--- config.mk ---
export PLATFORM = sky130hd
export DESIGN_NAME = muldiv_unit
export DESIGN_NICKNAME = d
export VERILOG_FILES = /design/src/rtl/muldiv_pkg.sv /design/src/rtl/muldiv_decode.sv /design/src/rtl/muldiv_unit.sv
export SDC_FILE = /design/constraint.sdc
export NUM_CORES = 1
export LEC_CHECK = 0
export ABC_AREA = 1
export BUFFER_PORTS_ARGS = -buffer_cell sky130_fd_sc_hd__buf_2
export CAP_MARGIN = 20
export CORE_MARGIN = 1.5
export CORE_UTILIZATION = 41
export CTS_CLUSTER_DIAMETER = 60
export DETAILED_ROUTE_END_ITERATION = 8
export HOLD_SLACK_MARGIN = 0.02
export PLACE_DENSITY = 0.68
export SLEW_MARGIN = 5
export SYNTH_ARGS = -nofsm -noshare
export SYNTH_HDL_FRONTEND = slang
export SYNTH_HIERARCHICAL = 1
export SYNTH_SLANG_ARGS = --single-unit
--- constraint.sdc ---
create_clock -name clk -period 3.4 [get_ports clk]
set_input_delay 0.68 -clock clk [delete_from_list [all_inputs] [get_ports clk]]
set_output_delay 0.68 -clock clk [all_outputs]
set_load 0.1 [all_outputs]
--- src/rtl/muldiv_pkg.sv ---
// Shared types and constants for the iterative RV32M multiply/divide unit.
package muldiv_pkg;

    typedef enum logic [2:0] {
        MUL    = 3'b000,
        MULH   = 3'b001,
        MULHSU = 3'b010,
        MULHU  = 3'b011,
        DIV    = 3'b100,
        DIVU   = 3'b101,
        REM    = 3'b110,
        REMU   = 3'b111
    } muldiv_op_e;

    typedef enum logic [1:0] {
        IDLE = 2'd0,
        CALC = 2'd1,
        DONE = 2'd2
    } muldiv_state_e;

    localparam logic [1:0] ALUOP_RTYPE = 2'b10;
    localparam logic [6:0] FUNCT7_MEXT = 7'b0000001;

    function automatic logic is_div_op(input muldiv_op_e op);
        return (op == DIV) || (op == DIVU) || (op == REM) || (op == REMU);
    endfunction

    function automatic logic is_rem_op(input muldiv_op_e op);
        return (op == REM) || (op == REMU);
    endfunction

endpackage

--- src/rtl/muldiv_decode.sv ---
// Combinational M-extension decode: selects the unit, names the op and
// reports operand signedness and whether the high product half is returned.
module muldiv_decode
    import muldiv_pkg::*;
(
    input  logic [1:0] alu_op,
    input  logic [6:0] funct7,
    input  logic [2:0] funct3,
    output logic       m_sel,
    output muldiv_op_e op,
    output logic       a_signed,
    output logic       b_signed,
    output logic       hi_sel
);

    always_comb begin
        m_sel    = (alu_op == ALUOP_RTYPE) && (funct7 == FUNCT7_MEXT);
        op       = muldiv_op_e'(funct3);
        a_signed = 1'b0;
        b_signed = 1'b0;
        hi_sel   = 1'b0;
        case (op)
            MUL:    begin a_signed = 1'b1; b_signed = 1'b1; end
            MULH:   begin a_signed = 1'b1; b_signed = 1'b1; hi_sel = 1'b1; end
            MULHSU: begin a_signed = 1'b1; hi_sel = 1'b1; end
            MULHU:  hi_sel = 1'b1;
            DIV:    begin a_signed = 1'b1; b_signed = 1'b1; end
            REM:    begin a_signed = 1'b1; b_signed = 1'b1; end
            default: ;
        endcase
    end

endmodule

--- src/rtl/muldiv_unit.sv ---
// Iterative RV32M multiply/divide unit with valid/ready request and response.
// Define MULDIV_DIV_EN to build the divider; otherwise divide ops return 0 in one cycle.
module muldiv_unit
    import muldiv_pkg::*;
#(
    parameter int DATA_WIDTH = 32
) (
    input  logic                  clk,
    input  logic                  rst_n,
    input  logic                  flush,
    input  logic [1:0]            alu_op,
    input  logic [6:0]            funct7,
    input  logic [2:0]            funct3,
    input  logic [DATA_WIDTH-1:0] op_a,
    input  logic [DATA_WIDTH-1:0] op_b,
    input  logic                  in_valid,
    output logic                  in_ready,
    output logic                  m_sel,
    output logic                  busy,
    output logic                  out_valid,
    input  logic                  out_ready,
    output logic [DATA_WIDTH-1:0] result
);

    localparam int DW = DATA_WIDTH;
    localparam int CNT_W = $clog2(DATA_WIDTH + 1);
    localparam logic [CNT_W-1:0] CNT_LAST = CNT_W'(DATA_WIDTH - 1);

    muldiv_state_e state, state_nxt;
    muldiv_op_e    dec_op;
    logic          dec_a_signed, dec_b_signed, dec_hi_sel;

    logic [2*DW-1:0] prod, step_val, prod_fix;
    logic [DW-1:0]   mcand, mag_a, mag_b, final_val, special_val, result_q;
    logic [DW:0]     mul_sum;
    logic [CNT_W-1:0] cnt;
    logic            a_neg, b_neg, accept, special, neg_res, hi_q;

    muldiv_decode u_decode (
        .alu_op   (alu_op),
        .funct7   (funct7),
        .funct3   (funct3),
        .m_sel    (m_sel),
        .op       (dec_op),
        .a_signed (dec_a_signed),
        .b_signed (dec_b_signed),
        .hi_sel   (dec_hi_sel)
    );

    assign in_ready  = (state == IDLE);
    assign busy      = (state != IDLE);
    assign out_valid = (state == DONE);
    assign result    = result_q;
    assign accept    = in_valid && in_ready && m_sel;

    assign a_neg = dec_a_signed & op_a[DW-1];
    assign b_neg = dec_b_signed & op_b[DW-1];
    assign mag_a = a_neg ? -op_a : op_a;
    assign mag_b = b_neg ? -op_b : op_b;

`ifdef MULDIV_DIV_EN
    localparam logic [DW-1:0] MIN_VAL = {1'b1, {(DW-1){1'b0}}};

    logic [DW:0]   div_shift, div_diff;
    logic [DW-1:0] quo, rem;
    logic          div_q, rem_q, neg_rem;

    // Divide by zero and MIN/-1 never enter CALC; their results are fixed.
    always_comb begin
        special     = 1'b0;
        special_val = '0;
        if (is_div_op(dec_op)) begin
            if (op_b == '0) begin
                special     = 1'b1;
                special_val = is_rem_op(dec_op) ? op_a : '1;
            end else if ((dec_op == DIV || dec_op == REM) && op_a == MIN_VAL && op_b == '1) begin
                special     = 1'b1;
                special_val = is_rem_op(dec_op) ? '0 : MIN_VAL;
            end
        end
    end
`else
    always_comb begin
        special     = is_div_op(dec_op);
        special_val = '0;
    end
`endif

    always_ff @(posedge clk or negedge rst_n) begin
        if (!rst_n) state <= IDLE;
        else        state <= state_nxt;
    end

    always_comb begin
        state_nxt = state;
        case (state)
            IDLE:    if (accept) state_nxt = special ? DONE : CALC;
            CALC:    if (cnt == CNT_LAST) state_nxt = DONE;
            DONE:    if (out_ready) state_nxt = IDLE;
            default: state_nxt = IDLE;
        endcase
        if (flush) state_nxt = IDLE;
    end

    // prod holds {partial product, multiplier} or {partial remainder, dividend/quotient}.
    always_comb begin
        mul_sum  = {1'b0, prod[2*DW-1:DW]} + (prod[0] ? {1'b0, mcand} : '0);
        step_val = {mul_sum, prod[DW-1:1]};
`ifdef MULDIV_DIV_EN
        div_shift = {prod[2*DW-1:DW], prod[DW-1]};
        div_diff  = div_shift - {1'b0, mcand};
        if (div_q) begin
            step_val = div_diff[DW] ? {div_shift[DW-1:0], prod[DW-2:0], 1'b0}
                                    : {div_diff[DW-1:0], prod[DW-2:0], 1'b1};
        end
`endif
    end

    // The final iteration's output is sign-corrected in the same step.
    always_comb begin
        prod_fix  = neg_res ? -step_val : step_val;
        final_val = hi_q ? prod_fix[2*DW-1:DW] : prod_fix[DW-1:0];
`ifdef MULDIV_DIV_EN
        quo = step_val[DW-1:0];
        rem = step_val[2*DW-1:DW];
        if (div_q) final_val = rem_q ? (neg_rem ? -rem : rem) : (neg_res ? -quo : quo);
`endif
    end

    always_ff @(posedge clk or negedge rst_n) begin
        if (!rst_n) begin
            prod     <= '0;
            mcand    <= '0;
            cnt      <= '0;
            neg_res  <= 1'b0;
            hi_q     <= 1'b0;
            result_q <= '0;
`ifdef MULDIV_DIV_EN
            div_q    <= 1'b0;
            rem_q    <= 1'b0;
            neg_rem  <= 1'b0;
`endif
        end else if (!flush) begin
            case (state)
                IDLE: if (accept) begin
                    prod    <= {{DW{1'b0}}, mag_a};
                    mcand   <= mag_b;
                    cnt     <= '0;
                    neg_res <= a_neg ^ b_neg;
                    hi_q    <= dec_hi_sel;
`ifdef MULDIV_DIV_EN
                    div_q   <= is_div_op(dec_op);
                    rem_q   <= is_rem_op(dec_op);
                    neg_rem <= a_neg;
`endif
                    if (special) result_q <= special_val;
                end
                CALC: begin
                    prod <= step_val;
                    cnt  <= cnt + CNT_W'(1);
                    if (cnt == CNT_LAST) result_q <= final_val;
                end
                default: ;
            endcase
        end
    end

endmodule

==> impl_metrics.yaml <==
final_layout:
  layoutNonFillerInstCount: 2421
  nets: 2142
  mostFrequentLayoutCells: "587 x nand2_1, 247 x inv_1, 168 x nor2_1, 166 x o21ai_0"
  regArea_mm2: 0.00345
  diodes: 0
  layout-drive-gt1-share_pct: 13.6
  fin_util_pct: 47.6
  design_area_mm2: 0.0137
  nFillCells: 3038
  multi_input_area_mm2: 0.00730
  layout_commonest_cell: "nand2_1"
  area_delta_synth_final_pct: 14.3
drt:
  routed_wl_mm: 38.3
  met3_length_mm: 1.83
  m1WireLength_mm: 17.7
  routed_via_density: 5.26
  dr_wl_met2_mm: 17.9
  drt_iter0_drc: 949
  postRouteAntennaNets: 0
  num_vias: 12726
  dr.pass1.iters: 6
  routedWlPerCell_um: 15.8
  drcViolationCount: 0
  maxUsedRoutingLayer: "met4"
sta:
  setup_viol: 0
  worst_hold_slack_ns: 0.212
  fin_ws_ns: 0.280
  min_period_ns: 3.12
  fmax_mhz: 321
  max_slew.worst_pin.slew_ns: 1.02
  finClkSkew_ns: 0.0244
  slew_headroom_pct: 32.1
  drv_slew: 0
  finalCritPeriodShare_pct: 91.8
  rsz0062_at_grt: "true"
  finalHoldViolCount: 0
critical_path:
  critical_path_arrival_ns: 3.45
  slowest_stage: "dfrtp_1"
  r2r-start: "prod[0]$_DFFE_PN0P_"
  r2r-end: "result[31]$_DFFE_PN0P_"
  cp-end-kind: "flop"
  worst-path-max-fanout: 31
  worstRegToRegCells: 22
  rrSetupSlack_ns: 0.28
  required_ns: 3.73
  cp_common_cell: "nand2_1"
  cp-start-kind: "flop"
  worstSetupPathType: "reg -> reg"
  slowest_delay_ns: 0.43
  crit_family: "simple AND/OR/NAND/NOR gates"
  path_cells: "buf_12, nand2_1, inv_1, ha_1, nand2_1, inv_1, nand2_1, nand2_1, a21oi_1, nand2_1, nand2_1, nand2_1, nor2_2, nand2_1, nor2_4, nand3_2, nand2_1, nand2_1, nand2_1, nand3_1, nand2_1, nand2_1"
  crit_buf_inv: 3
placed_design:
  io_buffer_count: 116
  dp.cells: 2389
  detailed_place.area_mm2: 0.0130
  globalplace.congestion: 0.939
  pre_cts_ws_ns: 0.157
  hpwl_mm: 29.7
run_status:
  outcome: "finished, final reports clean"
clocking:
  cts_root_buf: "clkbuf_16"
  cts.sinks: 138
  clk_latency_ns: 0.46
  clk_pin_slew_ns: 0.07
  cts_tree: "built"
  cts_buffers: 17
  clock_path_buffers: 2
  cts_max_level: 4
  cts_hold_buf: 0
floorplan:
  core_area_mm2: 0.0287
  die_w_um: 174
  fp.dieH_um: 174
  dieArea_mm2: 0.0302
  row_count: 62
  io_pins: 117
  start_util_pct: 41.7
global_route:
  grt_start_max_net_pins: 70
  grt_overflow_total: 0
  grt_pass1_wl_mm: 63.0
  antenna_found_initial: 0
  grt_pass1_vias: 12124
  grtUsageTotal_pct: 26.0
synthesis:
  synthCells: 1928
  synth_fp_nets: 2046
  avgSynthCellArea_um2: 6.21
  syn_area_mm2: 0.0120
  yosys_warnings: 6
pwr:
  p_per_area_mw_per_mm2: 738
  ir_drop_mv: 0.641
  leakagePower_uw: 0.00741
run:
  maxCapViolCount: 0
min_path:
  hold_class: "in -> async"
==> per-layer routing <==
layer | vias to the layer above | track usage (%)
li1 | 6393 | -
met2 | 371 | 43.6
met1 | 5902 | 35.1
met3 | 60 | 3.16
met4 | 0 | 7.47
met5 | - | 0
==> where the power goes <==
group          switching (uW)  total [uW]  internal (uW)
Clock                     846        2030           1180
Sequential                488        2670           2180
Combinational            4070        5390           1310
Total                    5410       10100           4680
==> sequential cells by signal, indices dropped and copies added (netlist names) <==
register,flops
state,2
neg_res,1
mcand,32
prod,64
result,32
hi_q,1
cnt,6
==> metrics by stage <==
stage	TNS, ns	total power (uW)
2_1_floorplan	0	6680
3_3_place_gp	0	7970
3_5_place_dp	0	8030
4_1_cts	0	10100
5_1_grt	-0.00654	10700
6_report	0	10100
==> timing repair <==
item                                    4_1_cts  5_1_grt
resized for setup                             0       18
setup buffers                                 0        0
endpoints found under the setup margin        0       18
==> layout make-up <==
cell class | instances | share of cell area, %
multi-input cells | 1456 | 53.4
flip-flops and latches | 138 | 25.3
inverters | 272 | 7.47
repair buffers | 139 | 5.88
well taps | 384 | 3.51
clock buffers | 19 | 3.24
clock inverters | 13 | 1.22
==> worst max path at each step <==
stage	slack, ns	cells after the start	startpoint	endpoint
2_1_floorplan	0.008	9	state[0]$_DFFE_PN0P_	mcand[6]$_DFFE_PN0P_
3_3_place_gp	0.20	17	prod[0]$_DFFE_PN0P_	result[24]$_DFFE_PN0P_
3_5_place_dp	0.16	17	prod[0]$_DFFE_PN0P_	result[24]$_DFFE_PN0P_
4_1_cts	0.12	17	prod[0]$_DFFE_PN0P_	result[24]$_DFFE_PN0P_
5_1_grt	-0.007	22	prod[0]$_DFFE_PN0P_	result[24]$_DFFE_PN0P_
6_report	0.28	22	prod[0]$_DFFE_PN0P_	result[31]$_DFFE_PN0P_
Note: power is estimated with default switching activity, not from simulation.
